<file path="config.mk">
export PLATFORM = sky130hd
export DESIGN_NAME = dense_layer_seq_flat
export DESIGN_NICKNAME = d
export VERILOG_FILES = /design/src/rtl/dense_layer_seq_pkg.sv /design/src/rtl/dense_layer_seq_if.sv /design/src/rtl/dense_layer_seq_mac.sv /design/src/rtl/dense_layer_seq.sv /design/src/flat_wrapper.sv
export SDC_FILE = /design/constraint.sdc
export NUM_CORES = 2
export LEC_CHECK = 0
export BUFFER_PORTS_ARGS = -buffer_cell sky130_fd_sc_hd__clkbuf_2
export CORE_MARGIN = 1.5
export CORE_UTILIZATION = 60
export DETAILED_ROUTE_END_ITERATION = 12
export PLACE_DENSITY = 0.76
export SLEW_MARGIN = 20
export SYNTH_ARGS = -nofsm -noshare
export SYNTH_HDL_FRONTEND = slang
export SYNTH_SLANG_ARGS = --single-unit
</file>
<file path="constraint.sdc">
create_clock -name clk -period 4.38 [get_ports clk]
set_input_delay 0.657 -clock clk [delete_from_list [all_inputs] [get_ports clk]]
set_output_delay 0.657 -clock clk [all_outputs]
set_load 0.01 [all_outputs]
</file>
<file path="src/rtl/dense_layer_seq_pkg.sv">
// Shared types, sizes and fixed-point helpers for the sequential dense layer.
package dense_pkg;

    localparam int N    = 32;
    localparam int W    = 16;
    localparam int FRAC = 11;
    localparam int AW   = $clog2(W * W);
    localparam int IW   = $clog2(W);

    typedef enum logic [2:0] {
        IDLE,
        MAC,
        DRAIN,
        WRITE,
        DONE
    } seq_state_t;

    // Full-precision product, arithmetic shift per term (floor), truncated to N bits.
    function automatic logic signed [N-1:0] fx_term(input logic signed [N-1:0] w,
                                                    input logic signed [N-1:0] x,
                                                    input int frac);
        logic signed [2*N-1:0] p;
        p = $signed({{N{w[N-1]}}, w}) * $signed({{N{x[N-1]}}, x});
        p = p >>> frac;
        return p[N-1:0];
    endfunction

    function automatic logic signed [N-1:0] relu(input logic signed [N-1:0] s);
        return s[N-1] ? '0 : s;
    endfunction

endpackage

</file>
<file path="src/rtl/dense_layer_seq_if.sv">
// Control handshake and memory-port bundle between the layer sequencer and its buffers.
interface dense_layer_seq_if;
    import dense_pkg::*;

    logic                 start;
    logic                 busy;
    logic                 done;
    logic [AW-1:0]        w_addr;
    logic signed [N-1:0]  w_rdata;
    logic [IW-1:0]        x_addr;
    logic signed [N-1:0]  x_rdata;
    logic [IW-1:0]        b_addr;
    logic signed [N-1:0]  b_rdata;
    logic                 y_we;
    logic [IW-1:0]        y_addr;
    logic signed [N-1:0]  y_wdata;

    modport master (
        input  start, w_rdata, x_rdata, b_rdata,
        output busy, done, w_addr, x_addr, b_addr, y_we, y_addr, y_wdata
    );

    modport slave (
        output start, w_rdata, x_rdata, b_rdata,
        input  busy, done, w_addr, x_addr, b_addr, y_we, y_addr, y_wdata
    );

endinterface

</file>
<file path="src/rtl/dense_layer_seq_mac.sv">
// Single multiply-shift-accumulate stage; the accumulator wraps at N bits.
module mac_unit
    import dense_pkg::*;
(
    input  logic                clk,
    input  logic                rst,
    input  logic                clr,
    input  logic                en,
    input  logic signed [N-1:0] a,
    input  logic signed [N-1:0] b,
    output logic signed [N-1:0] acc
);

    logic signed [N-1:0] acc_nxt;

    assign acc_nxt = acc + fx_term(a, b, FRAC);

    // Accumulator register: clear wins over enable.
    always_ff @(posedge clk or posedge rst) begin
        if (rst) begin
            acc <= '0;
        end else if (clr) begin
            acc <= '0;
        end else if (en) begin
            acc <= acc_nxt;
        end
    end

endmodule

</file>
<file path="src/rtl/dense_layer_seq.sv">
// Sequencer for one fully connected layer: walks W/x/b memories, one MAC per cycle.
//
//  state | meaning
//  IDLE  | waiting for start; accumulator held clear
//  MAC   | issuing row i, column j addresses; accumulating column j-1
//  DRAIN | accumulating the last column's product
//  WRITE | y_we high, y[i] = relu(acc + b[i]); next row or finish
//  DONE  | one-cycle done pulse, busy low
module dense_layer_seq
    import dense_pkg::*;
(
    input  logic               clk,
    input  logic               rst,
    dense_layer_seq_if.master  bus
);

    seq_state_t          state;
    logic                mac_clr;
    logic                mac_en;
    logic signed [N-1:0] acc;
    logic signed [N-1:0] bias_sum;

    // Read data lags the address by one cycle, so column 0 of a row has nothing to add yet.
    assign mac_clr  = (state == IDLE) || (state == WRITE);
    assign mac_en   = ((state == MAC) && (bus.x_addr != '0)) || (state == DRAIN);
    assign bias_sum = acc + bus.b_rdata;

    // Write data is held at zero outside the write strobe so the output bus stays quiet.
    assign bus.y_wdata = bus.y_we ? relu(bias_sum) : '0;

    mac_unit u_mac (
        .clk (clk),
        .rst (rst),
        .clr (mac_clr),
        .en  (mac_en),
        .a   (bus.w_rdata),
        .b   (bus.x_rdata),
        .acc (acc)
    );

    // Sequencer: x_addr doubles as the column counter and b_addr as the row counter.
    always_ff @(posedge clk or posedge rst) begin
        if (rst) begin
            state      <= IDLE;
            bus.busy   <= 1'b0;
            bus.done   <= 1'b0;
            bus.y_we   <= 1'b0;
            bus.w_addr <= '0;
            bus.x_addr <= '0;
            bus.b_addr <= '0;
            bus.y_addr <= '0;
        end else begin
            case (state)
                IDLE: begin
                    bus.done <= 1'b0;
                    if (bus.start) begin
                        state      <= MAC;
                        bus.busy   <= 1'b1;
                        bus.w_addr <= '0;
                        bus.x_addr <= '0;
                        bus.b_addr <= '0;
                    end
                end
                MAC: begin
                    if (bus.x_addr == IW'(W - 1)) begin
                        state <= DRAIN;
                    end else begin
                        bus.x_addr <= bus.x_addr + IW'(1);
                        bus.w_addr <= bus.w_addr + AW'(1);
                    end
                end
                DRAIN: begin
                    state      <= WRITE;
                    bus.y_we   <= 1'b1;
                    bus.y_addr <= bus.b_addr;
                end
                WRITE: begin
                    bus.y_we <= 1'b0;
                    if (bus.b_addr == IW'(W - 1)) begin
                        state    <= DONE;
                        bus.busy <= 1'b0;
                        bus.done <= 1'b1;
                    end else begin
                        // Weight address is row-major, so the next row simply continues the count.
                        state      <= MAC;
                        bus.b_addr <= bus.b_addr + IW'(1);
                        bus.x_addr <= '0;
                        bus.w_addr <= bus.w_addr + AW'(1);
                    end
                end
                DONE: begin
                    bus.done <= 1'b0;
                    state    <= IDLE;
                end
                default: state <= IDLE;
            endcase
        end
    end

endmodule

</file>
<file path="src/flat_wrapper.sv">
// flat-port wrapper written by rule: the top's interface ports become plain ports
module dense_layer_seq_flat import dense_pkg::*;
  (clk, rst, bus_start, bus_w_rdata, bus_x_rdata, bus_b_rdata, bus_busy, bus_done, bus_w_addr, bus_x_addr, bus_b_addr, bus_y_we, bus_y_addr, bus_y_wdata);
  dense_layer_seq_if bus_i ();
  input  logic clk;
  input  logic rst;
  input wire logic [$bits(bus_i.start)-1:0] bus_start;
  input wire logic [$bits(bus_i.w_rdata)-1:0] bus_w_rdata;
  input wire logic [$bits(bus_i.x_rdata)-1:0] bus_x_rdata;
  input wire logic [$bits(bus_i.b_rdata)-1:0] bus_b_rdata;
  output wire logic [$bits(bus_i.busy)-1:0] bus_busy;
  output wire logic [$bits(bus_i.done)-1:0] bus_done;
  output wire logic [$bits(bus_i.w_addr)-1:0] bus_w_addr;
  output wire logic [$bits(bus_i.x_addr)-1:0] bus_x_addr;
  output wire logic [$bits(bus_i.b_addr)-1:0] bus_b_addr;
  output wire logic [$bits(bus_i.y_we)-1:0] bus_y_we;
  output wire logic [$bits(bus_i.y_addr)-1:0] bus_y_addr;
  output wire logic [$bits(bus_i.y_wdata)-1:0] bus_y_wdata;
  assign bus_i.start = bus_start;
  assign bus_i.w_rdata = bus_w_rdata;
  assign bus_i.x_rdata = bus_x_rdata;
  assign bus_i.b_rdata = bus_b_rdata;
  assign bus_busy = bus_i.busy;
  assign bus_done = bus_i.done;
  assign bus_w_addr = bus_i.w_addr;
  assign bus_x_addr = bus_i.x_addr;
  assign bus_b_addr = bus_i.b_addr;
  assign bus_y_we = bus_i.y_we;
  assign bus_y_addr = bus_i.y_addr;
  assign bus_y_wdata = bus_i.y_wdata;
  dense_layer_seq u_core (.clk(clk), .rst(rst), .bus(bus_i));
endmodule
</file>
==> out/results.ini <==
[placement]
gp_congestion=0.9235
place_inst=4391
placed_area_mm2=0.03445
io_buffers=152
dpl.hpwl_um=70860

[floorplanning]
die_x_um=229.0
die_height_um=229.0
num_io_pins=154
dieArea_mm2=0.05245
initial_core_util=0.6097
coreArea_mm2=0.05027
rows=82

[clocking]
ctsHoldBuffers=0
root_buffer=clkbuf_16
clk_latency_ns=0.34
cts_buffers=9
h-tree-depth=3
cts_tree=done
cts_max_path_buffers=2
clock-sinks=58
clk_pin_slew_worst_paths_ns=0.06

[finish]
layoutNonFillerInstCount=4468
nets=4836
area_growth_pct=18.82
final_area_mm2=0.03642
drive_gt1_frac=0.1995

[sta]
rsz0062_at_grt=true
worst_pin_slew_ns=0.9464
fmax_mhz=116.0
finalClockSkew_ns=0.008060
finalHoldViolCount=0
min_period_ns=8.618
slew_violations=0
setup_slack_ns=-4.238
slew_headroom=0.3648
setup-violations-final=32
hold_ws_ns=0.3613
final.setup.tns_ns=-113.91
fin_crit_sh=1.967

[synth]
synth_area_mm2=0.03065
ys_warn_count=0
netlist_instances=3389
synth_fp_nets=4436
synth_enable_flop_cells=0
synthFlopType=dfrtp_1
ys_seq_area_frac=0.04735
ys_types=72
synth_seq_cells=58
async_flop_share=1.000
postSynthAreaPerCell_um2=9.044

[critical_path]
cp-startpoint=bus_x_rdata[6]
rr_worst_depth=13
r2r_slack_ns=1.48
cp.arrival_ns=8.82
crit_fanout=15
setup.worst_path.end_class=flip-flop
crit_top_cell=fa_1
cpMaxStageDelayCell=fa_1
worstSetupPathType=in2reg
r2r_end=u_core.u_mac.acc[31]
crit_family=adder cells
startpoint_type=input pin
required_ns=4.58
critPathMaxStageDelay_ns=0.60
worst-path-buf-inv=5
rr_startpoint=u_core.u_mac.acc[1]

[global_route]
antenna_found_initial=3
busiest_layer=met2
grt_util_met3=0.03909
grt_pass1_wl_um=136300
grt_max_degree=35
met1_usage=0.3746
grtUsageTotal=0.3295
grt_pass1_vias=27760
use_met2=0.5884
gr-total-overflow=0

[detailed_routing]
routed_via_density=5.504
first_pass_iters=6
drcViolationCount=0
via_count=24590
ant_nets=0
detail_route.wl_per_cell_um=18.75
route.final.wire_length_um=83760
drtIter0Drc=1430

[run_status]
status=complete, but fails checks
failed_checks=setup timing

[run]
cap_violations=0

[worst_hold_path]
hold_path_class=in2async

==> area by class of cell <==
class	count	area (um^2)
Antenna cell	2	5.005
Clock buffer	10	239.0
Clock inverter	6	48.80
Fill cell	3672	13850
Inverter	739	2776
Multi-Input combinational cell	2432	26780
Sequential cell	58	1454
Tap cell	672	840.8
Timing Repair Buffer	549	4270
==> worst register-to-register path, delay by kind of cell, from the launching register on <==
family / cells / cell delay (ns)
adders and majority gates: 1 / 0.34
buffers and inverters: 1 / 0.15
xor gates and xnor gates: 2 / 0.28
and+or+nand+nor: 1 / 0.11
DFF: 1 / 0.45
AOI/OAI and AO/OA: 8 / 1.45
==> layer usage <==
layer  vias to the layer above  share of wire
met5                         -        0.00013
met2                       854           0.53
met3                       348          0.049
met1                     12600           0.35
met4                         2          0.075
li1                      10790              -
==> how the worst max path moves through the flow <==
stage                           end  depth (start not counted)
6_report       u_core.u_mac.acc[31]                         34
5_1_grt        u_core.u_mac.acc[31]                         38
4_1_cts        u_core.u_mac.acc[27]                         36
3_5_place_dp   u_core.u_mac.acc[27]                         37
3_3_place_gp   u_core.u_mac.acc[27]                         35
2_1_floorplan  u_core.u_mac.acc[27]                         33
==> cell families (layout without fill, tap and decap cells) <==
group	Yosys count	in the layout	share of synthesized area
simple gates	1059	1059	0.1769
fa+ha+maj	948	948	0.5638
buf+inv	899	1304	0.1107
compound gates	277	277	0.05842
xor+xnor	142	142	0.04082
flops	58	58	0.04735
mux	5	5	0.001837
other cells	1	3	0.0001223
==> sequential cells by signal, indices dropped and copies added, names as in the netlist <==
register           flops
u_core.state           3
u_core.bus.b_addr      4
u_core.u_mac.acc      32
u_core.bus.x_addr      4
u_core.bus.y_addr      4
u_core.bus.done        1
u_core.bus.busy        1
u_core.bus.w_addr      8
u_core.bus.y_we        1
==> through the flow <==
stage / worst slack [ns] / util
CTS: -4.135 / 0.7134
detailed placement: -4.931 / 0.6853
floorplan: -4.226 / -
global route: -4.492 / 0.7244
global placement: -4.739 / 0.6853
finish: -4.238 / 0.7244
==> cell usage after synthesis, types with 3 or more instances <==
master	n	area (um^2)
nand4_1	12	75.07
a31oi_1	7	43.79
or3_1	6	37.54
xnor2_1	89	779.5
xor2_1	52	455.4
a31o_2	3	26.28
nor2_2	3	18.77
nor2_1	75	281.5
fa_1	722	14450
o21bai_1	14	105.1
a21o_1	33	247.7
o21a_1	11	82.58
or2_2	3	18.77
a21oi_2	4	35.03
o21ai_1	4	20.02
clkbuf_1	156	585.6
and2_1	474	2965
nor2b_1	20	125.1
and3_2	3	22.52
o211ai_1	6	45.04
o22ai_1	3	18.77
o31ai_1	6	45.04
nand2b_1	21	131.4
nor3_1	11	55.05
and3_1	6	37.54
dfrtp_1	58	1451
a21oi_1	79	395.4
mux2_2	5	56.30
a211oi_1	9	67.56
inv_1	739	2774
o21ai_0	67	335.3
nand2_1	404	1516
ha_1	226	2828
nand3_1	13	65.06
==> cell usage in the layout (no fill, tap or decap), types with 12 or more instances in the layout <==
master and count:
inv_1 729, fa_1 711, and2_1 463, nand2_1 395
buf_4 353, ha_1 208, clkbuf_2 129, xnor2_1 77
nor2_1 64, dfrtp_1 56, xor2_1 50, a21oi_1 48
o21ai_1 33, a21o_1 32, o21ai_0 31, a21oi_2 26
buf_6 26, nand2b_1 21, clkbuf_16 17, nor2b_1 14
o21bai_1 14, ha_4 14, buf_12 13, nand4_1 12
xnor2_2 12
==> timing repair <==
item                       in CTS  in global routing
pin swaps                     106                 71
setup buffers                  38                 25
resized for setup             187                 75
setup endpoints to repair      32                 62
cloned                          2                  2
Power is left out: the tool's default activity adds up to more than one toggle a clock period on the data nets, which glitch-free logic cannot reach.
